==> src/rtl/root_job_sequencer.sv <==
// Operand-pair FIFO and launch/capture sequencer for a start/ready root evaluator.
// Optional RD watchdog with sticky ERR output: define ROOT_JOB_SEQUENCER_TIMEOUT_EN.
module root_job_sequencer #(
    parameter int unsigned WIDTH   = 16,
    parameter int unsigned DEPTH   = 4,
    parameter int unsigned TIMEOUT = 1024
) (
    input  logic             CLK,
    input  logic             RST,
    input  logic             IN_VALID,
    output logic             IN_READY,
    input  logic [WIDTH-1:0] IN_A,
    input  logic [WIDTH-1:0] IN_B,
    output logic             N_ST,
    output logic [WIDTH-1:0] N_IN0,
    output logic [WIDTH-1:0] N_IN1,
    input  logic             N_RD,
    input  logic [WIDTH-1:0] N_RES,
    output logic             OUT_VALID,
    input  logic             OUT_READY,
    output logic [WIDTH-1:0] OUT_RES,
    output logic             BUSY,
`ifdef ROOT_JOB_SEQUENCER_TIMEOUT_EN
    output logic             ERR,
`endif
    output logic [15:0]      JOB_CNT
);

    localparam int unsigned PW = (DEPTH > 1) ? $clog2(DEPTH) : 1;
    localparam int unsigned CW = PW + 1;

    // Pointer wrap relies on natural binary overflow, hence the power-of-2 requirement.
    if ((DEPTH < 2) || ((DEPTH & (DEPTH - 1)) != 0)) begin : g_bad_depth
        $error("root_job_sequencer: DEPTH must be a power of 2 and >= 2");
    end
    if (TIMEOUT < 1) begin : g_bad_timeout
        $error("root_job_sequencer: TIMEOUT must be >= 1");
    end

    typedef enum logic [2:0] {
        S_IDLE,
        S_LAUNCH,
        S_ARM,
        S_WAIT,
        S_HOLD
    } state_t;

    state_t           state;
    logic [WIDTH-1:0] mem_a [DEPTH];
    logic [WIDTH-1:0] mem_b [DEPTH];
    logic [PW-1:0]    wr_ptr;
    logic [PW-1:0]    rd_ptr;
    logic [CW-1:0]    count;
    logic [CW-1:0]    count_next;
    logic             push;
    logic             pop;
    logic             fifo_nonempty;

`ifdef ROOT_JOB_SEQUENCER_TIMEOUT_EN
    localparam int unsigned TW = (TIMEOUT > 1) ? $clog2(TIMEOUT) : 1;
    logic [TW-1:0] tmo_cnt;
`endif

    // Pop only happens on a load edge, which sees the registered count: no bypass path.
    always_comb begin
        fifo_nonempty = (count != '0);
        push          = IN_VALID && IN_READY;
        pop           = 1'b0;
        case (state)
            S_IDLE:  pop = fifo_nonempty;
            S_HOLD:  pop = OUT_READY && fifo_nonempty;
            default: pop = 1'b0;
        endcase
        count_next = count;
        if (push && !pop) begin
            count_next = count + CW'(1);
        end else if (pop && !push) begin
            count_next = count - CW'(1);
        end
    end

    always_comb begin
        BUSY = (state != S_IDLE) || fifo_nonempty;
    end

    always_ff @(posedge CLK) begin
        if (push) begin
            mem_a[wr_ptr] <= IN_A;
            mem_b[wr_ptr] <= IN_B;
        end
    end

    always_ff @(posedge CLK) begin
        if (RST) begin
            state     <= S_IDLE;
            wr_ptr    <= '0;
            rd_ptr    <= '0;
            count     <= '0;
            IN_READY  <= 1'b0;
            N_ST      <= 1'b0;
            N_IN0     <= '0;
            N_IN1     <= '0;
            OUT_VALID <= 1'b0;
            OUT_RES   <= '0;
            JOB_CNT   <= '0;
`ifdef ROOT_JOB_SEQUENCER_TIMEOUT_EN
            ERR       <= 1'b0;
            tmo_cnt   <= '0;
`endif
        end else begin
            count    <= count_next;
            IN_READY <= (count_next < CW'(DEPTH));

            if (push) begin
                wr_ptr <= wr_ptr + PW'(1);
            end
            if (pop) begin
                rd_ptr <= rd_ptr + PW'(1);
                N_IN0  <= mem_a[rd_ptr];
                N_IN1  <= mem_b[rd_ptr];
            end

            case (state)
                S_IDLE: begin
                    if (pop) begin
                        N_ST  <= 1'b1;
                        state <= S_LAUNCH;
                    end
                end
                S_LAUNCH: begin
                    N_ST  <= 1'b0;
                    state <= S_ARM;
                end
                S_ARM: begin
                    // RD is deliberately not looked at here: it may still be high from the last job.
                    state <= S_WAIT;
`ifdef ROOT_JOB_SEQUENCER_TIMEOUT_EN
                    tmo_cnt <= TW'(TIMEOUT - 1);
`endif
                end
                S_WAIT: begin
                    if (N_RD) begin
                        OUT_RES   <= N_RES;
                        OUT_VALID <= 1'b1;
                        JOB_CNT   <= JOB_CNT + 16'd1;
                        state     <= S_HOLD;
                    end
`ifdef ROOT_JOB_SEQUENCER_TIMEOUT_EN
                    else if (tmo_cnt == '0) begin
                        ERR       <= 1'b1;
                        OUT_RES   <= '0;
                        OUT_VALID <= 1'b1;
                        state     <= S_HOLD;
                    end else begin
                        tmo_cnt <= tmo_cnt - TW'(1);
                    end
`endif
                end
                S_HOLD: begin
                    if (OUT_READY) begin
                        OUT_VALID <= 1'b0;
                        if (pop) begin
                            N_ST  <= 1'b1;
                            state <= S_LAUNCH;
                        end else begin
                            state <= S_IDLE;
                        end
                    end
                end
                default: begin
                    N_ST  <= 1'b0;
                    state <= S_IDLE;
                end
            endcase
        end
    end

endmodule

==> config.mk <==
export PLATFORM = sky130hd
export DESIGN_NAME = root_job_sequencer
export DESIGN_NICKNAME = d
export VERILOG_FILES = /design/src/rtl/root_job_sequencer.sv
export SDC_FILE = /design/constraint.sdc
export NUM_CORES = 1
export LEC_CHECK = 0
export CAP_MARGIN = 30
export CORE_MARGIN = 8
export CORE_UTILIZATION = 35
export CTS_CLUSTER_DIAMETER = 100
export DETAILED_ROUTE_END_ITERATION = 12
export DONT_BUFFER_PORTS = 1
export PLACE_DENSITY = 0.49
export REMOVE_ABC_BUFFERS = 1
export SETUP_SLACK_MARGIN = 0.4
export SLEW_MARGIN = 40
export SYNTH_ARGS = -nofsm -noshare
export SYNTH_HDL_FRONTEND = slang
export SYNTH_SLANG_ARGS = --single-unit
==> constraint.sdc <==
create_clock -name CLK -period 7.44 [get_ports CLK]
set_clock_uncertainty 0.2 [all_clocks]
set_input_delay 0.744 -clock CLK [delete_from_list [all_inputs] [get_ports CLK]]
set_output_delay 0.744 -clock CLK [all_outputs]
set_load 0.02 [all_outputs]
==> impl_metrics.toml, run 1 <==
[worst_setup_path]
cp_data_arrival_time_ns = 3.02
reg2reg_slack_ns = 4.66
end_kind = "register"
startpoint_type = "register"
cp_max_fo = 37
worstPathRequired_ns = 7.68
criticalPathCategory = "reg2reg"

[placed_design]
gp_congestion = 0.712
dp_hpwl_um = 9770
port_buffers = 0
postPlaceCellArea_um2 = 7970

[clock_tree]
htreeDepth = 1
post_cts_resized = 0
hold_buffers = 0
cts_buffers = 23
clockBufferDepth = 3
clkTransAtPathRegs_ns = 0.06
clock-sinks = 205
cts_root_buf = "clkbuf_16"
clk-insertion-delay-late_ns = 0.51
post-cts-setup-buffers = 0
cts_tree = "built"

[drt]
via_per_inst = 5.08
ant_nets = 0
wl_per_cell_um = 19.6
drtIter0Drc = 223
dr.pass1.iters = 4
drc_errors = 0
vias = 4287
postRouteWirelength_um = 16600

[worst_hold_path]
hp-class = "in2reg"

[floorplan]
rows = 54
ios = 121
initial_core_util = 0.354
core_area_um2 = 21700
die_w_um = 164
die_h_um = 164
dieArea_um2 = 27000

[finish]
drive_above_1_share = 0.152
final_cell_mix = "edfxtp_1 (128), nand2_1 (110), dfxtp_1 (75), a21oi_1 (62), mux4_2 (32)"
syn_to_final_growth_pct = 15.5
nNetsFinal = 610
diodes = 0
fin_area_um2 = 8870
final_common_cell = "edfxtp_1"

[sta]
clock.fmax_mhz = 360
fin_crit_sh = 0.374
rsz0062_at_grt = "false"
finalSetupTns_ns = 0
finalHoldViolCount = 0
period_needed_ns = 2.78
finalSetupViolations = 0
slew_viol_final = 0
max_slew_margin = 0.545
tightest_slew_ns = 0.682

[yosys]
syn_area_um2 = 7680
yosysWarnings = 0
ys_types = 40
yosys.area.top_type = "edfxtp_1"
ys_top_cells_by_area = "edfxtp_1 (50%), dfxtp_1 (20%), mux4_2 (9.4%)"
synth-seq-cells = 205
yosysSeqAreaShare = 0.701
avgSynthCellArea_um2 = 14.0
synth_top_area_share = 0.500
netlist_instances = 547

[job]
maxCapViolCount = 0

[run_status]
status = "finished clean"

[global_route]
grt_pass1_vias = 4405
grt_pass1_wl_um = 25000
antenna_found_initial = 0
grt_usage = 0.120
grt_start_max_net_pins = 80
grt_overflow_total = 0

[power_and_ir_drop]
pwr_density_cell_nw_per_um2 = 372
p_leak_uw = 0.00282
peakVddDrop_mv = 0.209
## layout make-up
cell class                      instances  area, µm²
Fill cell                            2001      12800
Sequential cell                       205       5390
Multi-Input combinational cell        304       2170
Clock buffer                           24        579
Tap cell                              280        350
Clock inverter                         18        325
Inverter                               10       37.5
Timing Repair Buffer                    3       22.5
## report_power, final
group | leakage (µW) | internal (µW) | switching [µW]
logic | 0.000588 | 168 | 268
clock network | 0.000444 | 879 | 450
registers | 0.00179 | 1340 | 193
## through the flow
| step | total power, µW | setup WS (ns) | instances | utilization | hold slack (ns) |
|---|---|---|---|---|---|
| floorplan | 1840 | 3.69 | 519 | - | 0.263 |
| finish | 3300 | 4.66 | 844 | 0.409 | 0.110 |
| global placement | 1990 | 4.30 | 802 | 0.366 | 0.274 |
| CTS | 3350 | 4.62 | 844 | 0.409 | 0.0921 |
| global route | 3460 | 4.41 | 844 | 0.409 | 0.0868 |
| detailed placement | 2010 | 4.63 | 802 | 0.367 | 0.298 |
## state kept, by name, indices dropped and copies added, names as in the netlist, named ones only
signal / flops
wr_ptr: 2
JOB_CNT: 16
count: 2
N_ST: 1
N_IN0: 16
rd_ptr: 2
IN_READY: 1
N_IN1: 16
state: 3
OUT_RES: 16
OUT_VALID: 1
mem_b: 64
mem_a: 64
## Yosys cell counts
master and n:
o21ai_0 4, a211oi_1 2, clkinv_1 1, buf_6 1, a21oi_1 62, nor4_1 6
xnor2_1 9, dfxtp_1 77, nand3_1 6, edfxtp_1 128, clkbuf_1 16, buf_2 7
xor2_1 2, and4b_1 1, a2111oi_0 1, and3_1 5, buf_1 3, buf_4 1
or2b_1 1, nor3b_1 1, o21bai_1 1, mux4_2 32, nand4_1 4, nand4b_1 1
inv_1 9, a21o_1 2, nor2_1 18, or3_4 1, nor2b_1 5, nand2_1 110
mux2_2 1, or4_1 3, a22oi_1 1, ha_1 10, a31oi_1 1, nand2b_1 4
nor3_1 3, a31o_2 1, o31ai_1 2, or3_1 4
## final timing paths
check,start,end,depth (start not counted)
hold reg to reg,wr_ptr[1],wr_ptr[1],2
setup / recovery,count[0],register,9
setup reg to reg,count[0],register,9
hold / removal,RST,JOB_CNT[14],1
## layer usage
metal,part of all wire,up-vias,GRT usage
met2,0.49,133,0.208
met4,0.026,0,0.0372
met1,0.37,2123,0.129
met5,0,-,0
met3,0.11,29,0.0549
li1,-,2002,-
## cell families (layout without fill, tap and decap cells)
group                    Yosys count  after routing  share of synthesized area
flip-flops                       205            205                      0.701
buffers and inverters             38             55                     0.0212
adder cells (fa/ha/maj)           10             10                     0.0163
XOR/XNOR                          11             11                     0.0125
AND/OR/NAND/NOR                  173            173                      0.100
AO/OA/AOI/OAI                     77             77                     0.0539
multiplexers                      33             33                     0.0953
## critical path, stage by stage, from the launching register on
cell	delay (ns)
dfxtp_1	0.38
inv_1	0.09
ha_1	0.19
nand2b_1	0.19
nand3_4	0.47
ha_1	0.46
nor2b_1	0.16
a22oi_1	0.11
or3_1	0.32
a21oi_1	0.14
Power figures use the tool's default switching activity.
==> run 2: changes to the inputs <==
--- a/config.mk
+++ b/config.mk
@@ -11,7 +11,7 @@
 export CTS_CLUSTER_DIAMETER = 100
 export DETAILED_ROUTE_END_ITERATION = 12
 export DONT_BUFFER_PORTS = 1
-export PLACE_DENSITY = 0.49
+export PLACE_DENSITY = 0.51
 export REMOVE_ABC_BUFFERS = 1
 export SETUP_SLACK_MARGIN = 0.4
 export SLEW_MARGIN = 40
==> constraint.sdc (replaced) <==
create_clock -name CLK -period 2.4 [get_ports CLK]
set_clock_uncertainty 0.2 [all_clocks]
set_input_delay 0.24 -clock CLK [delete_from_list [all_inputs] [get_ports CLK]]
set_output_delay 0.24 -clock CLK [all_outputs]
set_load 0.02 [all_outputs]
==> impl_metrics.toml, run 2 (synthesis results as in run 1) <==
[run_status]
status = "finished clean"

[power_and_ir_drop]
combPwrFrac = 0.178
p_int_uw = 7290
clkPwrFrac = 0.360
p_sw_frac = 0.288
pwr-share-seq = 0.462
power_uw = 10200
switchingPower_uw = 2950
p_leak_uw = 0.00320
pwr_density_cell_nw_per_um2 = 1050
peakVddDrop_mv = 0.693

[worst_hold_path]
whs_path_depth = 5
hp-class = "in2reg"
min_to = "JOB_CNT[10]"
hold_path.startpoint = "N_RD"

[floorplan]
rows = 54
core_area_um2 = 21700
dieArea_um2 = 27000
die_h_um = 164
ios = 121
die_w_um = 164
initial_core_util = 0.354

[global_route]
grt_pass1_wl_um = 26200
grt_usage = 0.125
grt_start_max_net_pins = 80
grt_pass1_vias = 4676
grt_overflow_total = 0
antenna_found_initial = 0

[worst_setup_path]
cp_max_fo = 2
criticalPathCategory = "reg2out"
end_kind = "output port"
worstPathRequired_ns = 1.96
rr_worst_depth = 11
reg2reg_slack_ns = 0.44
critPathLaunch = "count[0]"
r2r-start = "count[0]"
startpoint_type = "register"
cp_data_arrival_time_ns = 1.68

[finish]
final_common_cell = "edfxtp_1"
nNetsFinal = 692
seq_area_um2 = 5400
final_cell_mix = "edfxtp_1 (128), nand2_1 (110), dfxtp_1 (69), a21oi_1 (62), dlygate4sd3_1 (53)"
final_util = 0.448
syn_to_final_growth_pct = 26.5
n_fill_cell = 1914
multi_input_area_um2 = 2240
stdcell_count = 926
diodes = 0
largestRegisters = "mem_a: 64 flops, mem_b: 64 flops"
drive_above_1_share = 0.207

[sta]
clock.fmax_mhz = 471
rsz0062_at_grt = "true"
tightest_slew_ns = 0.443
fin_crit_sh = 0.885
finalHoldViolCount = 0
slew_viol_final = 0
fin_ws_ns = 0.276
period_needed_ns = 2.12
finalSetupTns_ns = 0
finalSetupViolations = 0
max_slew_margin = 0.705

[drt]
ant_nets = 0
vias = 4635
postRouteWirelength_um = 17300
drtIter0Drc = 209
wl_per_cell_um = 18.7
drc_errors = 0
dr.pass1.iters = 6
via_per_inst = 5.01

[clock_tree]
cts_buffers = 23
htreeDepth = 1
clk-insertion-delay-late_ns = 0.51
clkTransAtPathRegs_ns = 0.06
cts_tree = "built"
clock-sinks = 205
clockBufferDepth = 3
cts_root_buf = "clkbuf_16"

[placed_design]
place_inst = 822
dp_slack_ns = 0.239
port_buffers = 0
dp_hpwl_um = 10100
gp_congestion = 0.765

[job]
maxCapViolCount = 0
[run 2: cell types whose count changed in the layout (fill, tap and decap cells not counted), sizes merged]
cell and change:
buf +29, bufinv -6, clkbuf +7, clkinv -1, clkinvlp -1, dlygate4sd3 +53, inv +1
[run 2: worst max-delay path: stages, from the launching register on]
cell and delay, ns:
dfxtp_2 0.32, inv_2 0.08, ha_4 0.14, nand2b_4 0.05, or4_4 0.57
[run 2: stage by stage]
step           instance area (µm²)  hold WS (ns)
5_1_grt                       9720        0.0526
3_3_place_gp                  8170         0.121
4_1_cts                       9660       0.00716
3_5_place_dp                  8170         0.125
2_1_floorplan                 7560         0.109
6_report                      9720        0.0199
[run 2: how the worst max path moves through the flow]
stage | slack (ns) | endpoint | depth (start not counted)
floorplan | -1.05 | register | 8
global placement | 0.30 | register | 9
detailed placement | 0.24 | register | 9
CTS | 0.27 | BUSY | 4
global route | 0.22 | BUSY | 4
finish | 0.28 | BUSY | 4
[run 2: repair_timing]
item	4_1_cts	5_1_grt
gates resized for setup	19	12
buffers inserted	6	2
cloned	0	0
hold buffers	54	0
endpoints found under the hold margin	205	0
endpoints found under the setup margin	7	10
pin swaps	2	2
[run 2: power groups by stage]
| stage | Clock (µW) | Combinational, µW | Sequential (µW) |
|---|---|---|---|
| after floorplan | 0 | 963 | 4740 |
| after global placement | 0 | 1460 | 4800 |
| after detailed placement | 0 | 1500 | 4810 |
| after CTS | 3800 | 1770 | 4740 |
| after global routing | 3930 | 2020 | 4800 |
| final | 3690 | 1820 | 4730 |
[run 2: layout make-up]
class / count / share of cell area
Sequential cell: 205 / 0.556
Multi-Input combinational cell: 304 / 0.230
Timing Repair Buffer: 85 / 0.0895
Clock buffer: 31 / 0.0696
Tap cell: 280 / 0.0360
Clock inverter: 11 / 0.0148
Inverter: 10 / 0.00412
[run 2: metal layers]
| layer | global-route usage | part of all wire |
|---|---|---|
| met5 | 0 | 0 |
| met4 | 0.0298 | 0.019 |
| met3 | 0.0496 | 0.10 |
| met2 | 0.218 | 0.49 |
| met1 | 0.140 | 0.39 |
==> run 3: changes to the inputs <==
--- a/config.mk
+++ b/config.mk
@@ -7,11 +7,11 @@
 export LEC_CHECK = 0
 export CAP_MARGIN = 30
 export CORE_MARGIN = 8
-export CORE_UTILIZATION = 35
+export CORE_UTILIZATION = 56
 export CTS_CLUSTER_DIAMETER = 100
 export DETAILED_ROUTE_END_ITERATION = 12
 export DONT_BUFFER_PORTS = 1
-export PLACE_DENSITY = 0.51
+export PLACE_DENSITY = 0.74
 export REMOVE_ABC_BUFFERS = 1
 export SETUP_SLACK_MARGIN = 0.4
 export SLEW_MARGIN = 40
==> impl_metrics.toml, run 3 (synthesis results as in run 1) <==
[global_route]
grt_pass1_wl_um = 26300
antenna_found_initial = 1
grt_pass1_vias = 4858
grt_usage = 0.186
grt_start_max_net_pins = 80
grt_overflow_total = 0

[sta]
rsz0062_at_grt = "true"
slew_viol_final = 0
clock.fmax_mhz = 481
period_needed_ns = 2.08
max_slew_margin = 0.632
fin_ws_ns = 0.321
fin_crit_sh = 0.866
finalSetupViolations = 0
tightest_slew_ns = 0.552
finalHoldViolCount = 0

[clock_tree]
cts_buffers = 21
cts_tree = "built"
clockBufferDepth = 3
clkTransAtPathRegs_ns = 0.06
clk-insertion-delay-late_ns = 0.49
cts_root_buf = "clkbuf_16"
clock-sinks = 205
htreeDepth = 1

[placed_design]
port_buffers = 0
dp_slack_ns = 0.174
place_inst = 724
gp_congestion = 0.777
dp_hpwl_um = 9830

[worst_setup_path]
worstPathRequired_ns = 1.96
startpoint_type = "register"
cp_data_arrival_time_ns = 1.64
rr_worst_depth = 10
cp_cell_sequence = "inv_2, ha_4, nand2b_4, or4_4"
slowest_delay_ns = 0.54
cpMaxStageDelayCell = "or4_4"
r2r-start = "count[0]"
criticalPathCategory = "reg2out"
end_kind = "output port"
reg2reg_slack_ns = 0.33
cp_max_fo = 3

[finish]
largestRegisters = "mem_a: 64 flops, mem_b: 64 flops"
drive_above_1_share = 0.214
final_cell_mix = "edfxtp_1 (128), nand2_1 (109), dfxtp_1 (68), a21oi_1 (60), dlygate4sd3_1 (52)"
stdcell_count = 830
nNetsFinal = 697
final_common_cell = "edfxtp_1"
n_fill_cell = 930
syn_to_final_growth_pct = 23.4

[drt]
via_per_inst = 5.62
drtIter0Drc = 299
vias = 4662
wl_per_cell_um = 20.3
ant_nets = 0
dr.pass1.iters = 4
postRouteWirelength_um = 16900
drc_errors = 0

[worst_hold_path]
min_to = "JOB_CNT[10]"
whs_path_depth = 5
hp-class = "in2reg"
hold_path.startpoint = "N_RD"

[floorplan]
dieArea_um2 = 17700
die_h_um = 133
rows = 43
core_area_um2 = 13700
die_w_um = 133
initial_core_util = 0.562
ios = 121

[power_and_ir_drop]
peakVddDrop_mv = 0.726
p_leak_uw = 0.00315
power_uw = 9760
pwr_density_cell_nw_per_um2 = 1030

[job]
maxCapViolCount = 0

[run_status]
status = "finished clean"
-- run 3: where the power goes --
part           switching [µW]  internal (µW)  leakage, µW
sequential                553           4170      0.00179
clock                    1260           1820     0.000323
combinational            1030            924      0.00104
-- run 3: stage by stage --
step,hold slack (ns),TNS [ns],utilization,area (µm²)
floorplan,0.109,-14.37,-,7560
global placement,0.121,0,0.587,8020
detailed placement,0.125,0,0.587,8020
CTS,0.0373,0,0.687,9380
global route,0.0636,0,0.694,9480
finish,0.0476,0,0.694,9480
-- run 3: layout make-up --
type / count / area (µm²) / area share
flip-flops and latches: 205 / 5400 / 0.570
multi-input cells: 304 / 2240 / 0.236
repair buffers: 92 / 916 / 0.0966
clock buffers: 31 / 593 / 0.0625
well taps: 180 / 225 / 0.0237
clock inverters: 7 / 66.3 / 0.00699
inverters: 10 / 37.5 / 0.00396
diodes: 1 / 2.50 / 0.000264
-- run 3: worst max-delay path by stage --
stage,end,cells after the start,from
after global routing,register,10,count[1]
after detailed placement,register,10,count[0]
final,BUSY,4,count[0]
after global placement,register,9,count[0]
after CTS,BUSY,4,count[1]
after floorplan,register,8,count[0]
-- run 3: per-layer routing --
metal | GRT usage | vias up | part of all wire
li1 | - | 2174 | -
met1 | 0.211 | 2311 | 0.38
met2 | 0.328 | 156 | 0.51
met3 | 0.0715 | 21 | 0.095
met4 | 0.0374 | 0 | 0.012
met5 | 0 | - | 0
-- run 3: what timing repair did --
action / CTS / global route
pin swaps: 4 / 5
buffers inserted: 12 / 2
gates resized for setup: 21 / 22
hold buffers: 53 / 0
endpoints found under the hold margin: 205 / 0
setup endpoints to repair: 11 / 10
-- run 3: critical path: cells and delay by family, from the launching register on --
family,cells,cell delay (ns)
flops,1,0.33
buf+inv,1,0.08
fa+ha+maj,1,0.14
simple gates,2,0.60
